===== config.mk =====
export PLATFORM = sky130hd
export DESIGN_NAME = uart_rx
export DESIGN_NICKNAME = d
export VERILOG_FILES = /design/src/rtl/uart_rx.sv
export SDC_FILE = /design/constraint.sdc
export NUM_CORES = 1
export LEC_CHECK = 0
export CORE_ASPECT_RATIO = 1.1
export CORE_MARGIN = 8
export CORE_UTILIZATION = 45
export CTS_CLUSTER_DIAMETER = 80
export DETAILED_ROUTE_END_ITERATION = 10
export PLACE_DENSITY_LB_ADDON = 0.1
export SLEW_MARGIN = 20
export SYNTH_ARGS = -nofsm -noshare
export SYNTH_HDL_FRONTEND = slang
export SYNTH_SLANG_ARGS = --single-unit

===== constraint.sdc =====
create_clock -name clk -period 3.12 [get_ports clk]
set_input_delay 0.312 -clock clk [delete_from_list [all_inputs] [get_ports clk]]
set_output_delay 0.312 -clock clk [all_outputs]
set_load 0.03 [all_outputs]

===== src/rtl/uart_rx.sv =====
// UART receiver: 8N1 framing with mid-bit sampling, feeding a small circular FIFO.
// Framing errors and FIFO overruns are reported as single-cycle pulses.
module uart_rx #(
  parameter int CLK_FREQ       = 125_000_000,
  parameter int BAUD           = 115_200,
  parameter int FIFO_ADDR_BITS = 3
) (
  input  logic       clk,
  input  logic       rst,
  input  logic       rx_i,
  input  logic       rd_en_i,
  output logic [7:0] data_o,
  output logic       fifo_empty_o,
  output logic       fifo_full_o,
  output logic       frame_err_o,
  output logic       overrun_o
);

  // state     | meaning
  // IDLE      | line idle, waiting for a low level
  // START     | half-bit wait, confirm start bit at its centre
  // DATA      | sample 8 data bits LSB first at bit centres
  // STOP      | sample stop bit; high writes the byte, low flags a framing error
  // WAIT_IDLE | after a framing error, wait for the line to return high

  localparam int BIT_CYCLES  = CLK_FREQ / BAUD;
  localparam int HALF_CYCLES = BIT_CYCLES / 2;
  localparam int CNT_W       = (BIT_CYCLES > 1) ? $clog2(BIT_CYCLES) : 1;
  localparam int AW          = FIFO_ADDR_BITS;
  localparam int DEPTH       = 2 ** FIFO_ADDR_BITS;

  localparam logic [CNT_W-1:0] BIT_LOAD  = CNT_W'(BIT_CYCLES - 1);
  localparam logic [CNT_W-1:0] HALF_LOAD = CNT_W'(HALF_CYCLES - 1);
  localparam logic [CNT_W-1:0] CNT_ONE   = CNT_W'(1);
  localparam logic [AW:0]      PTR_ONE   = (AW + 1)'(1);

  typedef enum logic [2:0] {
    S_IDLE,
    S_START,
    S_DATA,
    S_STOP,
    S_WAIT_IDLE
  } state_e;

  logic             rx_meta_q;
  logic             rx_s_q;
  state_e           state_q, state_d;
  logic [CNT_W-1:0] cnt_q, cnt_d;
  logic [2:0]       idx_q, idx_d;
  logic [7:0]       shift_q, shift_d;
  logic             frame_err_q, frame_err_d;
  logic             overrun_q, overrun_d;
  logic             wr_en;

  logic [AW:0]      wr_ptr_q, wr_ptr_d;
  logic [AW:0]      rd_ptr_q, rd_ptr_d;
  logic [7:0]       data_q, data_d;
  logic [7:0]       mem_q [DEPTH];
  logic             empty, full;
  logic             do_read, do_write;

  always_comb begin
    state_d     = state_q;
    cnt_d       = cnt_q;
    idx_d       = idx_q;
    shift_d     = shift_q;
    wr_en       = 1'b0;
    frame_err_d = 1'b0;
    unique case (state_q)
      S_IDLE: begin
        if (!rx_s_q) begin
          cnt_d   = HALF_LOAD;
          state_d = S_START;
        end
      end
      S_START: begin
        if (cnt_q == '0) begin
          if (!rx_s_q) begin
            cnt_d   = BIT_LOAD;
            idx_d   = 3'd0;
            state_d = S_DATA;
          end else begin
            state_d = S_IDLE;
          end
        end else begin
          cnt_d = cnt_q - CNT_ONE;
        end
      end
      S_DATA: begin
        if (cnt_q == '0) begin
          shift_d[idx_q] = rx_s_q;
          cnt_d          = BIT_LOAD;
          if (idx_q == 3'd7) begin
            state_d = S_STOP;
          end else begin
            idx_d = idx_q + 3'd1;
          end
        end else begin
          cnt_d = cnt_q - CNT_ONE;
        end
      end
      S_STOP: begin
        if (cnt_q == '0) begin
          if (rx_s_q) begin
            wr_en   = 1'b1;
            state_d = S_IDLE;
          end else begin
            frame_err_d = 1'b1;
            state_d     = S_WAIT_IDLE;
          end
        end else begin
          cnt_d = cnt_q - CNT_ONE;
        end
      end
      S_WAIT_IDLE: begin
        if (rx_s_q) begin
          state_d = S_IDLE;
        end
      end
      default: state_d = S_IDLE;
    endcase
  end

  // A read while full frees the slot the concurrent write lands in.
  always_comb begin
    empty     = (wr_ptr_q == rd_ptr_q);
    full      = (wr_ptr_q[AW] != rd_ptr_q[AW]) &&
                (wr_ptr_q[AW-1:0] == rd_ptr_q[AW-1:0]);
    do_read   = rd_en_i && !empty;
    do_write  = wr_en && (!full || do_read);
    overrun_d = wr_en && full && !do_read;
    wr_ptr_d  = do_write ? (wr_ptr_q + PTR_ONE) : wr_ptr_q;
    rd_ptr_d  = do_read ? (rd_ptr_q + PTR_ONE) : rd_ptr_q;
    data_d    = data_q;
    if (rd_ptr_d != wr_ptr_d) begin
      if (do_write && (rd_ptr_d[AW-1:0] == wr_ptr_q[AW-1:0])) begin
        data_d = shift_q;
      end else begin
        data_d = mem_q[rd_ptr_d[AW-1:0]];
      end
    end
  end

  always_ff @(posedge clk) begin
    if (rst) begin
      rx_meta_q   <= 1'b1;
      rx_s_q      <= 1'b1;
      state_q     <= S_IDLE;
      cnt_q       <= '0;
      idx_q       <= 3'd0;
      shift_q     <= 8'h00;
      frame_err_q <= 1'b0;
      overrun_q   <= 1'b0;
      wr_ptr_q    <= '0;
      rd_ptr_q    <= '0;
      data_q      <= 8'h00;
    end else begin
      rx_meta_q   <= rx_i;
      rx_s_q      <= rx_meta_q;
      state_q     <= state_d;
      cnt_q       <= cnt_d;
      idx_q       <= idx_d;
      shift_q     <= shift_d;
      frame_err_q <= frame_err_d;
      overrun_q   <= overrun_d;
      wr_ptr_q    <= wr_ptr_d;
      rd_ptr_q    <= rd_ptr_d;
      data_q      <= data_d;
    end
  end

  always_ff @(posedge clk) begin
    if (!rst && do_write) begin
      mem_q[wr_ptr_q[AW-1:0]] <= shift_q;
    end
  end

  assign data_o       = data_q;
  assign fifo_empty_o = empty;
  assign fifo_full_o  = full;
  assign frame_err_o  = frame_err_q;
  assign overrun_o    = overrun_q;

endmodule


# [Word level (Yosys, flattened, before mapping)]
# Memories as Yosys holds them, arrays and structs flattened. A register that Yosys moved wholly into a read port is not among the register bits.
# Cells that the tools add are included.
[op_classes] n_addsub=4 n_lt_le_gt_ge=2 n_eq_ne=19 mux=31 n_bitwise=2 reduce_logical=21
[op_table] operator="11-bit two-way mux" count=5
[op_table] operator="11-bit case mux with 4 select lines" count=1
[op_table] operator="3-bit two-way mux" count=11
[op_table] operator="2-bit inequality test (second input constant)" count=9
[op_table] operator="3-bit case mux with 5 select lines" count=1
[op_table] operator="11-bit logical NOT" count=1
[op_table] operator="11-bit by 1-bit subtractor with 11-bit output (second input constant)" count=1
[op_table] operator="4-bit by 1-bit adder with 4-bit output (second input constant)" count=2
[op_table] operator="8-bit bitwise mux" count=1
[op_table] operator="4-bit two-way mux" count=2
[op_table] operator="1-bit logical AND" count=7
[op_table] operator="1-bit two-way mux" count=7
[op_table] operator="3-bit by 2-bit equality test with 1-bit output (second input constant)" count=2
[op_table] operator="3-bit equality test (second input constant)" count=2
[op_table] operator="3-bit case mux with 2 select lines" count=1
[op_table] operator="6-bit AND reduction" count=1
[op_table] operator="5-bit AND reduction" count=1
[op_table] operator="4-bit equality test" count=1
[op_table] operator="1-bit logical NOT" count=4
[op_table] operator="3-bit by 4-bit less-than comparator with 1-bit output (second input constant)" count=1
[op_table] operator="4-bit inequality test" count=1
[op_table] operator="4-bit AND reduction" count=1
[op_table] operator="4-bit nonzero test" count=1
[op_table] operator="3-bit by 1-bit adder with 3-bit output (second input constant)" count=1
[op_table] operator="13 further kinds" count=14
[word_totals] regBits=37 ramBits=64 inputBits=4 out_inout_bits=12 word_cells=90 n_memories=1
[memory_table] name="mem_q" depth=8 width=8 rd=1 rd_clocked_by_memory_dff=1 write_ports=1 line="58" rtl="logic [7:0] mem_q [DEPTH];"

# [Logic depth before layout (Yosys ltp)]
[logic_depth] ltp_word=8 mapped_depth=11 mapped_depth_nobuf=9

# [Worst setup path after synthesis]
# Ideal clock, no wire load.
[synth_timing] path_type="flip-flop to flip-flop" start="register rd_ptr_q[0]" end="memory mem_q[4][0] (enable)" setup_ps=383 arrival_time_ps=2345 required_time_ps=2737 setup_slack_ps=392 path_stages_with_launch=8 cell_sequence="dfxtp_1 -> buf_6 -> xnor2_2 -> nand3_1 -> nor3_1 -> or3_1 -> or3b_1 -> nor3_1"
[synth_via] elab_chain_cells=8 elab_cells_between_ends=11 classes_between="2 x eq/ne; 2 x mux; 7 x reduce/logical"
[synth_lines] item="start, declared" line="56" rtl="logic [AW:0] rd_ptr_q, rd_ptr_d;"
[synth_lines] item="start signal, assigned" line="167" rtl="rd_ptr_q <= rd_ptr_d;"
[synth_lines] item="4-bit equality test or 3-bit equality test (tied branches)" line="126, 128"
[synth_lines] item="1-bit logical NOT or 1-bit logical AND (tied branches)" line="129, 127"
[synth_lines] item="1-bit logical AND or 1-bit logical NOT (tied branches)" line="129, 130"
[synth_lines] item="1-bit logical OR *" line="130" rtl="do_write = wr_en && (!full || do_read);"
[synth_lines] item="1-bit logical AND *" line="130"
[synth_lines] item="1-bit logical AND *" line="173" rtl="if (!rst && do_write) begin"
[synth_lines] item="1-bit two-way mux *" line="173"
[synth_lines] item="1-bit two-way mux (not written as such) *" line="174" rtl="mem_q[wr_ptr_q[AW-1:0]] <= shift_q;"
[synth_lines] item="end, declared" line="58"
# Mark *: on every way between the ends. The rest lies on a longest branch, timed or not.

# [Worst setup path after layout]
[layout_timing] start="register wr_ptr_q[0]" end="register data_q[0], in the netlist data_o[0], read port of mem_q"
[layout_via] elab_chain_cells=7 elab_cells_between_ends=12 classes_between="1 x add/sub; 3 x eq/ne; 2 x mux; 6 x reduce/logical"
[layout_lines] item="start, declared" line="55" rtl="logic [AW:0] wr_ptr_q, wr_ptr_d;"
[layout_lines] item="start signal, assigned" line="166" rtl="wr_ptr_q <= wr_ptr_d;"
[layout_lines] item="4-bit equality test or 3-bit equality test (tied branches)" line="126, 128"
[layout_lines] item="1-bit logical NOT or 1-bit logical AND (tied branches)" line="129, 127"
[layout_lines] item="1-bit logical AND or 1-bit logical NOT (tied branches)" line="129, 130"
[layout_lines] item="1-bit logical OR" line="130"
[layout_lines] item="1-bit logical AND" line="130"
[layout_lines] item="4-bit two-way mux" line="132" rtl="wr_ptr_d = do_write ? (wr_ptr_q + PTR_ONE) : wr_ptr_q;"
[layout_lines] item="4-bit inequality test" line="135" rtl="if (rd_ptr_d != wr_ptr_d) begin"
[layout_lines] item="end, declared" line="57" rtl="logic [7:0] data_q, data_d;"
# Several ways; a longest one is shown, not always the timed one.
# A chain may end at the register's enable or synchronous reset.

==> impl_metrics.py <==
metrics = {
    "run_status": {
        "status": "finished, final reports clean",
    },
    "power": {
        "netSwitchingFraction_pct": 23.0,
        "cellInternalPower_mw": 2.15,
        "seq_power_share_pct": 54.8,
        "vdd_ir_drop_max_mv": 0.278,
        "powerDensity_nw_per_um2": 471,
        "switching_power_mw": 0.640,
        "pwr-share-comb_pct": 5.2,
        "total_power_mw": 2.79,
        "power_leakage_nw": 2.13,
        "p_clk_share_pct": 40.0,
    },
    "yosys": {
        "synth_edf_count": 64,
        "ys.warnings.count": 0,
        "synth_top_area_share_pct": 36.4,
        "netlist_instances": 475,
        "yosysTopAreaCell": "edfxtp_1",
        "syn_area_um2": 5290,
        "ys_seq_area_share_pct": 53.4,
        "ys_seq_elements": 109,
        "yosys-top-cells-area": "edfxtp_1 (36%), dfxtp_1 (17%), mux2i_1 (6.3%), nor2_1 (4.5%), a21oi_1 (2.9%)",
        "synth_cell_types": 61,
        "synthFlopType": "edfxtp_1",
        "synth_nets": 485,
        "syn_area_per_cell_um2": 11.1,
        "async_flop_share_pct": 0,
    },
    "timing": {
        "max_freq_ghz": 0.345,
        "final_max_slew_viol_count": 0,
        "maxSlewHeadroom_pct": 31.5,
        "min_period_ps": 2900,
        "worstMarginPinSlew_ps": 1020,
        "finalSetupTns_ps": 0,
        "finalHoldViolations": 0,
        "setup_violations": 0,
        "finalCritPeriodShare_pct": 92.9,
        "rsz0062_at_grt": "false",
        "holdWs_ps": 416,
        "clock_skew_ps": 9.50,
    },
    "floorplanning": {
        "dieArea_um2": 15500,
        "die_w_um": 119,
        "rows": 41,
        "start_util_pct": 46.0,
        "core_um2": 11500,
        "ios": 16,
        "die_y_um": 130,
    },
    "clock_network": {
        "clk_latency_ps": 340,
        "cts_buffers": 9,
        "cts_hold_buffers": 0,
        "root_buffer": "clkbuf_16",
        "cts-resized-gates": 0,
        "cts_tree": "built",
        "clockBufferDepth": 2,
        "path_clk_slew_ps": 80,
        "clock-sinks": 109,
        "cts-htree-levels": 3,
        "cts_setup_buffers": 0,
    },
    "worst_hold_path": {
        "hold_path_class": "register to register",
    },
    "setup_path": {
        "critPathArrivalTime_ps": 3140,
        "cpPeakStageDelay_ps": 890,
        "cp_cell_sequence": "xnor2_2 -> a41oi_4 -> xnor2_2 -> mux2i_1 -> nor2_1 -> nor4_1 -> o41ai_1",
        "worstSetupEndpointType": "register",
        "crit_type": "register to register",
        "start_kind": "register",
        "crit_top_cell": "xnor2_2",
        "slowest_stage": "xnor2_2",
        "critical_path_required_ps": 3360,
        "worstPathMaxFanout": 12,
    },
    "finish": {
        "final_cell_mix": "edfxtp_1 (64), nor2_1 (63), dfxtp_1 (45)",
        "final_cells": 649,
        "final_util_pct": 51.5,
        "n_antenna_cell": 0,
        "syn_to_final_growth_pct": 11.9,
        "drive_gt1_share_pct": 12.2,
        "final_common_cell": "edfxtp_1",
        "nets": 504,
    },
    "global_routing": {
        "grt_pass1_vias": 3569,
        "grt_overflow_total": 0,
        "grt_max_degree": 58,
        "track_usage_pct": 15.2,
        "grt_pass1_wl_um": 18600,
        "antenna_found_initial": 0,
    },
    "job": {
        "maxCapViolations": 0,
    },
    "detailed_routing": {
        "avgRoutedWirePerCell_um": 17.7,
        "first_iter_violations": 175,
        "drt-pass1-iter-count": 4,
        "vias": 3677,
        "drt-total-wl_um": 11500,
        "drc": 0,
        "drtAntennaViolNets": 0,
        "viasPerCell": 5.67,
    },
    "place": {
        "place_congestion": 0.823,
        "dp.cells": 632,
        "dpl.hpwl_um": 7820,
        "io_buffers": 15,
    },
}
## through the flow
step / worst slack [ps] / cell area [um2]
3_5_place_dp: 176 / 5600
4_1_cts: 177 / 5890
5_1_grt: 82.3 / 5910
6_report: 223 / 5910
3_3_place_gp: 290 / 5600
2_1_floorplan: 392 / 5290
## synth_stat cells (5+ instances only)
master	instances
xnor2_1	6
nand3_1	9
ha_1	6
a22oi_1	9
nor2_1	63
a211oi_1	5
a31oi_1	5
dfxtp_1	45
mux2i_1	33
nor3_1	14
a21oi_1	31
clkbuf_1	14
nor4_1	10
o21ai_0	9
buf_6	5
xor2_1	6
nand3b_1	10
o41ai_1	9
buf_2	6
o22ai_1	9
nand2_1	23
inv_1	8
a221oi_1	8
edfxtp_1	64
## worst max-delay path: cells and delay by family (launching register included)
kind / cells / cell delay [ps]
AND/OR/NAND/NOR: 2 / 220
multiplexers: 1 / 220
AO/OA/AOI/OAI: 2 / 630
flip-flops: 1 / 600
XOR/XNOR: 2 / 1110
## power by group through the flow
| stage | sequential [mW] | clock [mW] | combinational [mW] |
|---|---|---|---|
| after floorplan | 1.56 | 0 | 0.112 |
| after global placement | 1.56 | 0 | 0.143 |
| after detailed placement | 1.56 | 0 | 0.144 |
| after CTS | 1.53 | 1.14 | 0.145 |
| after global routing | 1.53 | 1.21 | 0.164 |
| final | 1.53 | 1.11 | 0.145 |
## layout make-up
cell class | instances | area [um2]
fillers | 1060 | 5580
flip-flops and latches | 109 | 2820
multi-input cells | 327 | 2250
repair buffers | 38 | 320
clock buffers | 10 | 239
well taps | 150 | 188
clock inverters | 6 | 57.6
inverters | 9 | 33.8
## per-layer routing
metal,track usage [%],vias up,part of all wire [%]
li1,-,1818,-
met1,19.9,1794,47
met2,24.9,53,48
met3,2.65,12,3.8
met4,5.15,0,1.1
met5,0,-,0
## registers in the layout (all words and copies together), names as in the netlist, 3 cells and up
name / flops
mem_q: 64
cnt_q: 11
data_o: 8
shift_q: 8
rd_ptr_q: 4
wr_ptr_q: 4
idx_q: 3
state_q: 3
## cells by family (layout without fill, tap and decap cells)
family                     Yosys count  after routing  synth area share (%)
adders and majority gates            6              6                  1.42
DFF                                109            109                  53.4
muxes                               34             34                  6.51
AOI/OAI and AO/OA                  102            102                  13.7
and+or+nand+nor                    165            165                  16.1
xor gates and xnor gates            19             20                  4.57
buffers and inverters               40             63                  4.28
## path summary, 6_finish.rpt
kind	from	endpoint	slack, ps	cells after the start
setup / recovery	wr_ptr_q[0]$_SDFF_PP0_	data_o[0]$_SDFFE_PP0P_	220	7
hold / removal	rx_meta_q$_SDFF_PP1_	rx_s_q$_SDFF_PP1_	420	1
setup reg to reg	wr_ptr_q[0]$_SDFF_PP0_	data_o[0]$_SDFFE_PP0P_	220	7
hold reg to reg	rx_meta_q$_SDFF_PP1_	rx_s_q$_SDFF_PP1_	420	1
No activity file was read; power rests on OpenSTA's default activity.
